===== config.mk =====
export PLATFORM = sky130hd
export DESIGN_NAME = instr_encoder
export DESIGN_NICKNAME = d
export VERILOG_FILES = /design/src/rtl/instr_encoder.sv
export SDC_FILE = /design/constraint.sdc
export NUM_CORES = 1
export LEC_CHECK = 0
export BUFFER_PORTS_ARGS = -buffer_cell sky130_fd_sc_hd__buf_2
export CORE_ASPECT_RATIO = 0.75
export CORE_MARGIN = 8
export CORE_UTILIZATION = 23
export CTS_BUF_LIST = sky130_fd_sc_hd__clkbuf_8
export CTS_CLUSTER_SIZE = 16
export DETAILED_ROUTE_END_ITERATION = 8
export PLACE_DENSITY_LB_ADDON = 0.2
export SYNTH_ARGS = -nofsm -noshare
export SYNTH_HDL_FRONTEND = slang
export SYNTH_SLANG_ARGS = --single-unit

===== constraint.sdc =====
create_clock -name clk -period 3.86 [get_ports clk]
set_input_delay 0.772 -clock clk [delete_from_list [all_inputs] [get_ports clk]]
set_output_delay 0.772 -clock clk [all_outputs]
set_load 0.01 [all_outputs]

===== src/rtl/instr_encoder.sv =====
// Packs decoded RV32IM fields and a sign-extended immediate into instruction words and
// streams them as sequential writes into instruction memory (program loader).
module instr_encoder #(
   parameter logic [31:0] BASE_ADDR = 32'h0000_0000,
   parameter int unsigned DEPTH     = 64,
   localparam int unsigned CW       = $clog2(DEPTH + 1)
) (
   input  logic          clk,
   input  logic          reset,
   input  logic          restart,
   input  logic          in_valid,
   output logic          in_ready,
   input  logic [6:0]    opcode,
   input  logic [4:0]    rd,
   input  logic [4:0]    rs1,
   input  logic [4:0]    rs2,
   input  logic [2:0]    funct3,
   input  logic          funct7b0,
   input  logic          funct7b5,
   input  logic [31:0]   imm,
   output logic          wr_valid,
   input  logic          mem_ready,
   output logic [31:0]   wr_addr,
   output logic [31:0]   wr_data,
   output logic          err,
   output logic          done,
   output logic [CW-1:0] count
);

   typedef enum logic {StLoad, StFull} state_e;

   state_e        r_state,    w_state_nxt;
   logic          r_wr_valid, w_wr_valid_nxt;
   logic [31:0]   r_wr_data,  w_wr_data_nxt;
   logic [31:0]   r_addr,     w_addr_nxt;
   logic [CW-1:0] r_count,    w_count_nxt;
   logic          r_err,      w_err_nxt;

   logic          w_accept;
   logic          w_wr_done;
   logic          w_last_slot;
   logic          w_legal;
   logic [31:0]   w_word;
   logic          w_imm_i_ok;
   logic          w_imm_sh_ok;
   logic          w_imm_b_ok;
   logic          w_imm_j_ok;
   logic          w_imm_u_ok;

   // ---------------------------------------------------------------------------------------
   // Field packing and immediate range checks
   // ---------------------------------------------------------------------------------------
   assign w_imm_i_ok  = (&imm[31:11]) | ~(|imm[31:11]);
   assign w_imm_sh_ok = ~(|imm[31:5]);
   assign w_imm_b_ok  = ((&imm[31:12]) | ~(|imm[31:12])) & ~imm[0];
   assign w_imm_j_ok  = ((&imm[31:20]) | ~(|imm[31:20])) & ~imm[0];
   assign w_imm_u_ok  = ~(|imm[11:0]);

   always_comb begin
      w_word  = 32'h0;
      w_legal = 1'b0;
      case (opcode)
         7'b0110011: begin
            w_word  = {1'b0, funct7b5, 4'b0, funct7b0, rs2, rs1, funct3, rd, opcode};
            w_legal = 1'b1;
         end
         7'b0010011: begin
            if (funct3 == 3'b001 || funct3 == 3'b101) begin
               w_word  = {1'b0, funct7b5, 5'b0, imm[4:0], rs1, funct3, rd, opcode};
               w_legal = w_imm_sh_ok;
            end else begin
               w_word  = {imm[11:0], rs1, funct3, rd, opcode};
               w_legal = w_imm_i_ok;
            end
         end
         7'b0000011, 7'b1100111: begin
            w_word  = {imm[11:0], rs1, funct3, rd, opcode};
            w_legal = w_imm_i_ok;
         end
         7'b0100011: begin
            w_word  = {imm[11:5], rs2, rs1, funct3, imm[4:0], opcode};
            w_legal = w_imm_i_ok;
         end
         7'b1100011: begin
            w_word  = {imm[12], imm[10:5], rs2, rs1, funct3, imm[4:1], imm[11], opcode};
            w_legal = w_imm_b_ok;
         end
         7'b0110111, 7'b0010111: begin
            w_word  = {imm[31:12], rd, opcode};
            w_legal = w_imm_u_ok;
         end
         7'b1101111: begin
            w_word  = {imm[20], imm[10:1], imm[11], imm[19:12], rd, opcode};
            w_legal = w_imm_j_ok;
         end
         default: begin
            w_word  = 32'h0;
            w_legal = 1'b0;
         end
      endcase
   end

   // ---------------------------------------------------------------------------------------
   // Handshake and loader state
   // ---------------------------------------------------------------------------------------
   // Refuse a new word while the write that fills the last slot is completing, so nothing
   // is ever consumed beyond DEPTH.
   assign w_last_slot = (r_count == CW'(DEPTH - 1));
   assign in_ready    = !reset && !restart && (r_state == StLoad) &&
                        (!r_wr_valid || (mem_ready && !w_last_slot));
   assign w_accept    = in_valid && in_ready;
   assign w_wr_done   = r_wr_valid && mem_ready;

   always_comb begin
      w_state_nxt    = r_state;
      w_wr_valid_nxt = r_wr_valid;
      w_wr_data_nxt  = r_wr_data;
      w_addr_nxt     = r_addr;
      w_count_nxt    = r_count;
      w_err_nxt      = 1'b0;
      if (restart) begin
         w_state_nxt    = StLoad;
         w_wr_valid_nxt = 1'b0;
         w_wr_data_nxt  = 32'h0;
         w_addr_nxt     = BASE_ADDR;
         w_count_nxt    = '0;
      end else begin
         if (w_wr_done) begin
            w_wr_valid_nxt = 1'b0;
            w_addr_nxt     = r_addr + 32'd4;
            w_count_nxt    = r_count + 1'b1;
            if (w_last_slot) begin
               w_state_nxt = StFull;
            end
         end
         if (w_accept) begin
            if (w_legal) begin
               w_wr_valid_nxt = 1'b1;
               w_wr_data_nxt  = w_word;
            end else begin
               w_err_nxt = 1'b1;
            end
         end
      end
   end

   always_ff @(posedge clk or posedge reset) begin
      if (reset) begin
         r_state    <= StLoad;
         r_wr_valid <= 1'b0;
         r_wr_data  <= 32'h0;
         r_addr     <= BASE_ADDR;
         r_count    <= '0;
         r_err      <= 1'b0;
      end else begin
         r_state    <= w_state_nxt;
         r_wr_valid <= w_wr_valid_nxt;
         r_wr_data  <= w_wr_data_nxt;
         r_addr     <= w_addr_nxt;
         r_count    <= w_count_nxt;
         r_err      <= w_err_nxt;
      end
   end

   assign wr_valid = r_wr_valid;
   assign wr_data  = r_wr_data;
   assign wr_addr  = r_addr;
   assign err      = r_err;
   assign done     = (r_state == StFull);
   assign count    = r_count;

endmodule

# ---- After elaboration in Yosys (flattened, before gate mapping)
# Index checks and enable logic that the tools add are counted.
# Widths: inputs -> output; s select.
dict set report word_totals {
  ff_bits 74
  in_bits 64
  elab_cells 82
  out_inout_bits 75
}
dict set report op_classes {
  n_addsub 2
  bitwise 12
  n_reduce_logical 29
  n_eq_ne 12
  n_mux 21
}
# op count
set ops {}
lappend ops {{$pmux 32 s7} 1}
lappend ops {{$mux 32} 6}
lappend ops {{$add 32x3->32 const B} 1}
lappend ops {{$eq 7x6->1 const B} 4}
lappend ops {{$reduce_or 27->1} 1}
lappend ops {{$reduce_or 12->1} 2}
lappend ops {{$eq 7x7->1 const B} 3}
lappend ops {{$reduce_and 21->1} 1}
lappend ops {{$reduce_or 21->1} 1}
lappend ops {{$reduce_and 20->1} 1}
lappend ops {{$reduce_or 20->1} 1}
lappend ops {{$eq 7x5->1 const B} 2}
lappend ops {{$mux 7} 2}
lappend ops {{$reduce_and 12->1} 1}
lappend ops {{$mux 1} 11}
lappend ops {{$reduce_bool 2->1} 4}
lappend ops {{$add 7x1->7 const B} 1}
lappend ops {{$eq 7x2->1 const B} 1}
lappend ops {{$not 1->1} 7}
lappend ops {{$logic_and 1x1->1} 6}
lappend ops {{$pmux 1 s6} 1}
lappend ops {{$logic_not 1->1} 4}
lappend ops {{$reduce_and 2->1} 2}
lappend ops {{$reduce_or 2->1} 2}
lappend ops {{other kinds (6)} 10}

# ---- Logic depth before layout (Yosys ltp)
dict set report depth {
  ltp_word 8
  depth_mapped 8
  ltp_nobuf 7
}

# ---- Least setup slack after synthesis
# Ideal clock, no wire load.
dict set report synth_path {
  kind {input-to-reg}
  startpoint {input port opcode[4]}
  endpoint {register r_wr_data[3] (netlist: wr_data[3])}
  required_ns 3.732
  cell_stages 7
  arrival_time_ns 2.104
  path_slack_ns 1.629
  n_path_buf 1
  setup_time_ns 0.128
  path_cell_list {buf_4 nand4b_4 nor3_2 o21ai_1 a32oi_2 o21ai_4 mux2_1}
}
dict set report synth_via {
  elab_chain_cells 6
  word_cells_on_any_way 19
  classes_between {eq/ne: 9; mux: 5; reduce/logical: 5}
}
# element line_no
set synth_lines {}
lappend synth_lines {{start: declaration} 13} ;# input logic [6:0] opcode,
lappend synth_lines {{$eq 7x6->1 (tied with other cells)} 62} ;# case (opcode)
lappend synth_lines {{$reduce_or 2->1} 62}
lappend synth_lines {{$pmux 32 s7} 62}
lappend synth_lines {{$mux 32} 137} ;# if (w_legal) begin
lappend synth_lines {{$mux 32} 136} ;# if (w_accept) begin
lappend synth_lines {{$mux 32} 121} ;# if (restart) begin
lappend synth_lines {{end signal: assignment} 158} ;# r_wr_data <= w_wr_data_nxt;
lappend synth_lines {{end: declaration} 34} ;# logic [31:0] r_wr_data, w_wr_data_nxt;
# Parallel ways exist; a longest one is shown, timed or not. The select of a mux whose other input is x is not followed.
# A chain may end at the register's enable or synchronous reset.

# ---- Worst setup path in the final report
dict set report layout_path {
  startpoint {register r_count[0] (netlist: count[0])}
  endpoint {output port in_ready}
}
dict set report layout_via {
  elab_chain_cells 5
}
# element line_no
set layout_lines {}
lappend layout_lines {{start: declaration} 36} ;# logic [CW-1:0] r_count, w_count_nxt;
lappend layout_lines {{start signal: assignment} 160} ;# r_count <= w_count_nxt;
lappend layout_lines {{$eq 7x6->1} 108} ;# assign w_last_slot = (r_count == CW'(DEPTH - 1));
lappend layout_lines {{$logic_not 1->1} 110} ;# (!r_wr_valid || (mem_ready && !w_last_slot));
lappend layout_lines {{$logic_and 1x1->1} 110}
lappend layout_lines {{$logic_or 1x1->1} 110}
lappend layout_lines {{$logic_and 1x1->1} 109} ;# assign in_ready = !reset && !restart && (r_state == StLoad) &&
lappend layout_lines {{end: declaration} 12} ;# output logic in_ready,
# No other way between the ends.

==> impl_summary.md <==
Timing
The summed negative setup slack over all endpoints is 0 ns. The transition time of the tightest slew-check pin is roughly 0.9 ns. Setup repair after global routing left no endpoint under its margin. The peak clock frequency supported by timing is around 0.36 GHz. For the final database, setup skew stands at 0.0146 ns. Headroom to the max-slew limit came out at 38.9%. In the finished design, the share of the clock period the worst path needs comes to a little over 70%.

The smallest clock period supported by the final layout is computed as 2.80 ns. The count of endpoints failing setup in the final report is 0. The number of failing hold endpoints at the final stage was 0.

The max-slew violation total from the final report came to 0. Setup slack on the critical path of the routed design comes to 1.06 ns.

Setup path
The data required time of the critical path is 3.09 ns. The reg-to-reg critical path endpoint is wr_data[7]. The delay of the slowest cell on the worst path is 0.47 ns.

Of all nets on the critical path, the largest fanout is 4. The worst setup path is captured at an output port. The critical path is of the register to output port type.

Across all register-to-register paths, the minimum setup slack is 1.36 ns. Measured in cells, the most critical reg-to-reg path has a length of 8. The critical path goes through ha_1 > nand4_1 > o21ai_1 > a2111oi_2 > buf_2. The arrival time of the worst setup path is 2.03 ns. The worst setup path is launched from a register. The slowest stage of the critical path belongs to the cell a2111oi_2.

The worst register-to-register path begins at count[0]. Together, buffers and inverters on the worst path number 1. The top cell family by delay on the critical path is compound AO/OA/AOI/OAI gates.

Floorplan
Measured along the x axis, the die boundary spans 169 microns. The initial cell density of the core is 23.3%. The region available for standard cell placement spans 0.0174 sq mm. The floorplan has 42 rows. The height of the die is 131 microns. The die covers 0.0222 sq mm. The number of top-level pins is 139.

Global routing
The first-pass GRT wire length is 22100 microns. The maximum number of pins on one net before global-route repair is a little over 70. The via count of the first global-routing pass is 3860. The combined global-route utilization of all metal layers is 12.9%.

The initial antenna violation count is 0. The total overflow left after global routing is 0.

Placed design
The count of buffers from port buffering is between 100 and 150. At the end of routability-driven placement, the weighted congestion stood at between 0.9 and 1. The HPWL reported at the end of detailed placement is 10700 microns.

The placement-stage worst setup slack is 0.746 ns.

Clocking
CTS saw 72 sinks. The clock-pin transition on the worst setup and hold timing paths is ~0.09 ns. TritonCTS built the clock tree. The count of H-tree levels built during CTS is 3. The post-CTS setup buffer count is 0.

The clock root buffer master is clkbuf_8. Clock latency on the worst-skew pair, taken at its later pin, is about 0.37 ns. Buffers inserted during clock tree synthesis total 9. The largest buffer count on any clock path is 2.

The quantity of gates resized following cts is 0. The number of buffers added to fix hold violations after cts is 0.

Power
Net switching is between 20 and 30% of the power. The sequential share of power is 46.8%. The clock network is responsible for 44.9% of the overall power. The design draws about 1.6 mW.

The internal power of the cells is ~1.2 mW. The static leakage power is 2.63 nW. IR analysis of the VDD net gives a maximum drop of 0.000120 V. In this run the power spent charging and discharging nets is 0.408 mW. The proportion of power drawn by combinational gates is between 8 and 9%. The power density of the placed cells is ~310 mW/mm^2.

Yosys
The leading area contributor after synthesis is dfrtp_1. Summed over its instances, the top area cell type makes up 44.4% of the synthesized netlist area. The count of cell types in the netlist is 55. Among all flip-flop cells after synthesis, the most frequent one is dfrtp_1. Synthesis handed over a netlist of 422 instances.

The commonest cells after synthesis are 72 x dfrtp_1, 46 x nor2_1, 33 x nand2_1. In this run, synthesis inferred 0 flip-flops with an integrated enable. Synthesis inferred 72 register bits. The netlist area before placement is 0.00406 sq mm. The mean instance size in the synthesized netlist is 9.62 sq um. The most used standard cell by instance count after synthesis is dfrtp_1. Yosys attributes the largest share of cell area to dfrtp_1 44%, mux2i_1 7.2%, nand2b_1 4.9%. The register area share after synthesis is 44.4%. The total of warnings raised by yosys is 0. The post-synthesis async set-or-reset flop share is 100%.

Worst hold path
The launch point of the worst hold path is wr_data[23]. The worst hold path terminates at wr_data[23]. The path class of the tightest hold or removal check is register to register. The hold-critical path depth is 2.

Layout
Across the whole layout, storage elements account for 0.00180 sq mm. 0 antenna diodes ended up in the layout. Measured on the finished design, the core utilization comes to 29.7%. The area of the multi-input gates is between 0.002 and 0.0025 sq mm. Compared with the post-synthesis result, the final layout area differs by 27.5%. The fraction of layout cells with a size suffix above 1 is 30.3%. The filler cell count in the final layout is 1879. The number of nets in the finished design is roughly 600.

Status
The flow ran to the end, and the final reports show no timing, DRC or antenna violations.

Route
In the final routed layout, each cell accounts on average for 17.6 microns. The number of design-rule violations left by the first detailed-router iteration is 280. The number of nets with antenna violations after detailed routing is 0. The routed design has 14000 microns of wire. The mean number of vias per cell is 4.60.

The via count of the routed design is 3668. The first detailed-routing pass ran for 9 iterations. In the routed design, unresolved DRC markers number 0.

Job
Across the run, the number of max-cap violations was 0.
==> worst register-to-register path: cells and delay by family (launching register included) <==
kind / cells / cell delay, ns
AO/OA/AOI/OAI: 3 / 0.81
adder cells (fa/ha/maj): 1 / 0.24
flip-flops: 1 / 0.43
multiplexers: 1 / 0.16
buffers and inverters: 1 / 0.30
AND/OR/NAND/NOR: 2 / 0.44
==> placed cells by master, fill, tap and decap left out, types with 2 or more instances in the layout <==
cell type and count:
conb_1 2, bufinv_16 2, nand2b_1 32, inv_6 2, mux2i_1 29, and2_1 6
xor2_1 20, buf_4 4, nor3b_1 3, and4_1 3, nand2_1 33, o21ai_0 15
a222oi_1 4, ha_1 2, nand3b_1 2, inv_1 5, xnor2_1 11, nor4_1 7
clkbuf_8 11, nor2_1 46, nand4_1 13, o21ai_1 2, a22oi_1 17, nor2b_1 3
nand3_1 10, and3_1 16, nor3_1 2, a21oi_1 11, nor3_2 2, or3_1 6
buf_2 136, dfrtp_1 72
==> state kept, by name, indices dropped and copies added (netlist names) <==
| name | count |
|---|---|
| count | 7 |
| done | 1 |
| err | 1 |
| wr_addr | 30 |
| wr_data | 32 |
| wr_valid | 1 |
==> cell type report <==
class	instances	area share, %
sequential	72	34.8
clock inverter	5	1.64
inverter	6	0.435
multi-input combinational	321	40.6
timing repair buffer	140	13.7
tap	242	5.85
clock buffer	11	2.93
==> power by group through the flow <==
stage                     clock, mW  combinational (mW)  sequential, mW
after detailed placement          0               0.134           0.769
after global placement            0               0.133           0.769
after floorplan                   0              0.0649           0.770
after CTS                     0.757               0.134           0.754
after global routing          0.791               0.147           0.754
final                         0.725               0.134           0.754
==> metrics by stage <==
stage / cells / instance area, sq um / hold slack [ns]
2_1_floorplan: 423 / 4060 / 0.564
3_3_place_gp: 781 / 4940 / 0.527
3_5_place_dp: 781 / 4940 / 0.532
4_1_cts: 797 / 5170 / 0.545
5_1_grt: 797 / 5170 / 0.568
6_report: 797 / 5170 / 0.541
==> worst max path at each step <==
stage | to | startpoint | slack, ns | cells past startpoint
floorplan | count[0] | reset | 1.26 | 1
global placement | wr_data[10] | opcode[2] | 0.88 | 8
detailed placement | wr_data[7] | funct3[1] | 0.75 | 8
CTS | in_ready | count[0] | 0.96 | 5
global route | in_ready | count[0] | 0.89 | 5
finish | in_ready | count[0] | 1.06 | 5
==> layer usage <==
| layer | up-vias | part of all wire (%) | track usage, % |
|---|---|---|---|
| met5 | - | 0 | 0 |
| met1 | 1798 | 47 | 17.0 |
| met2 | 109 | 47 | 20.4 |
| li1 | 1748 | - | - |
| met4 | 0 | 1.2 | 4.15 |
| met3 | 13 | 5.1 | 3.27 |
==> cells by family (layout without fill, tap and decap cells) <==
family	count (synthesis)	after routing	share of synthesized area, %
other	1	2	0.0924
AND/OR/NAND/NOR	191	191	25.4
buffers and inverters	30	162	3.95
AO/OA/AOI/OAI	64	64	11.2
adder cells (fa/ha/maj)	2	2	0.616
multiplexers	31	31	7.71
flip-flops	72	72	44.4
XOR/XNOR	31	31	6.69
No activity file was read; power rests on OpenSTA's default activity.
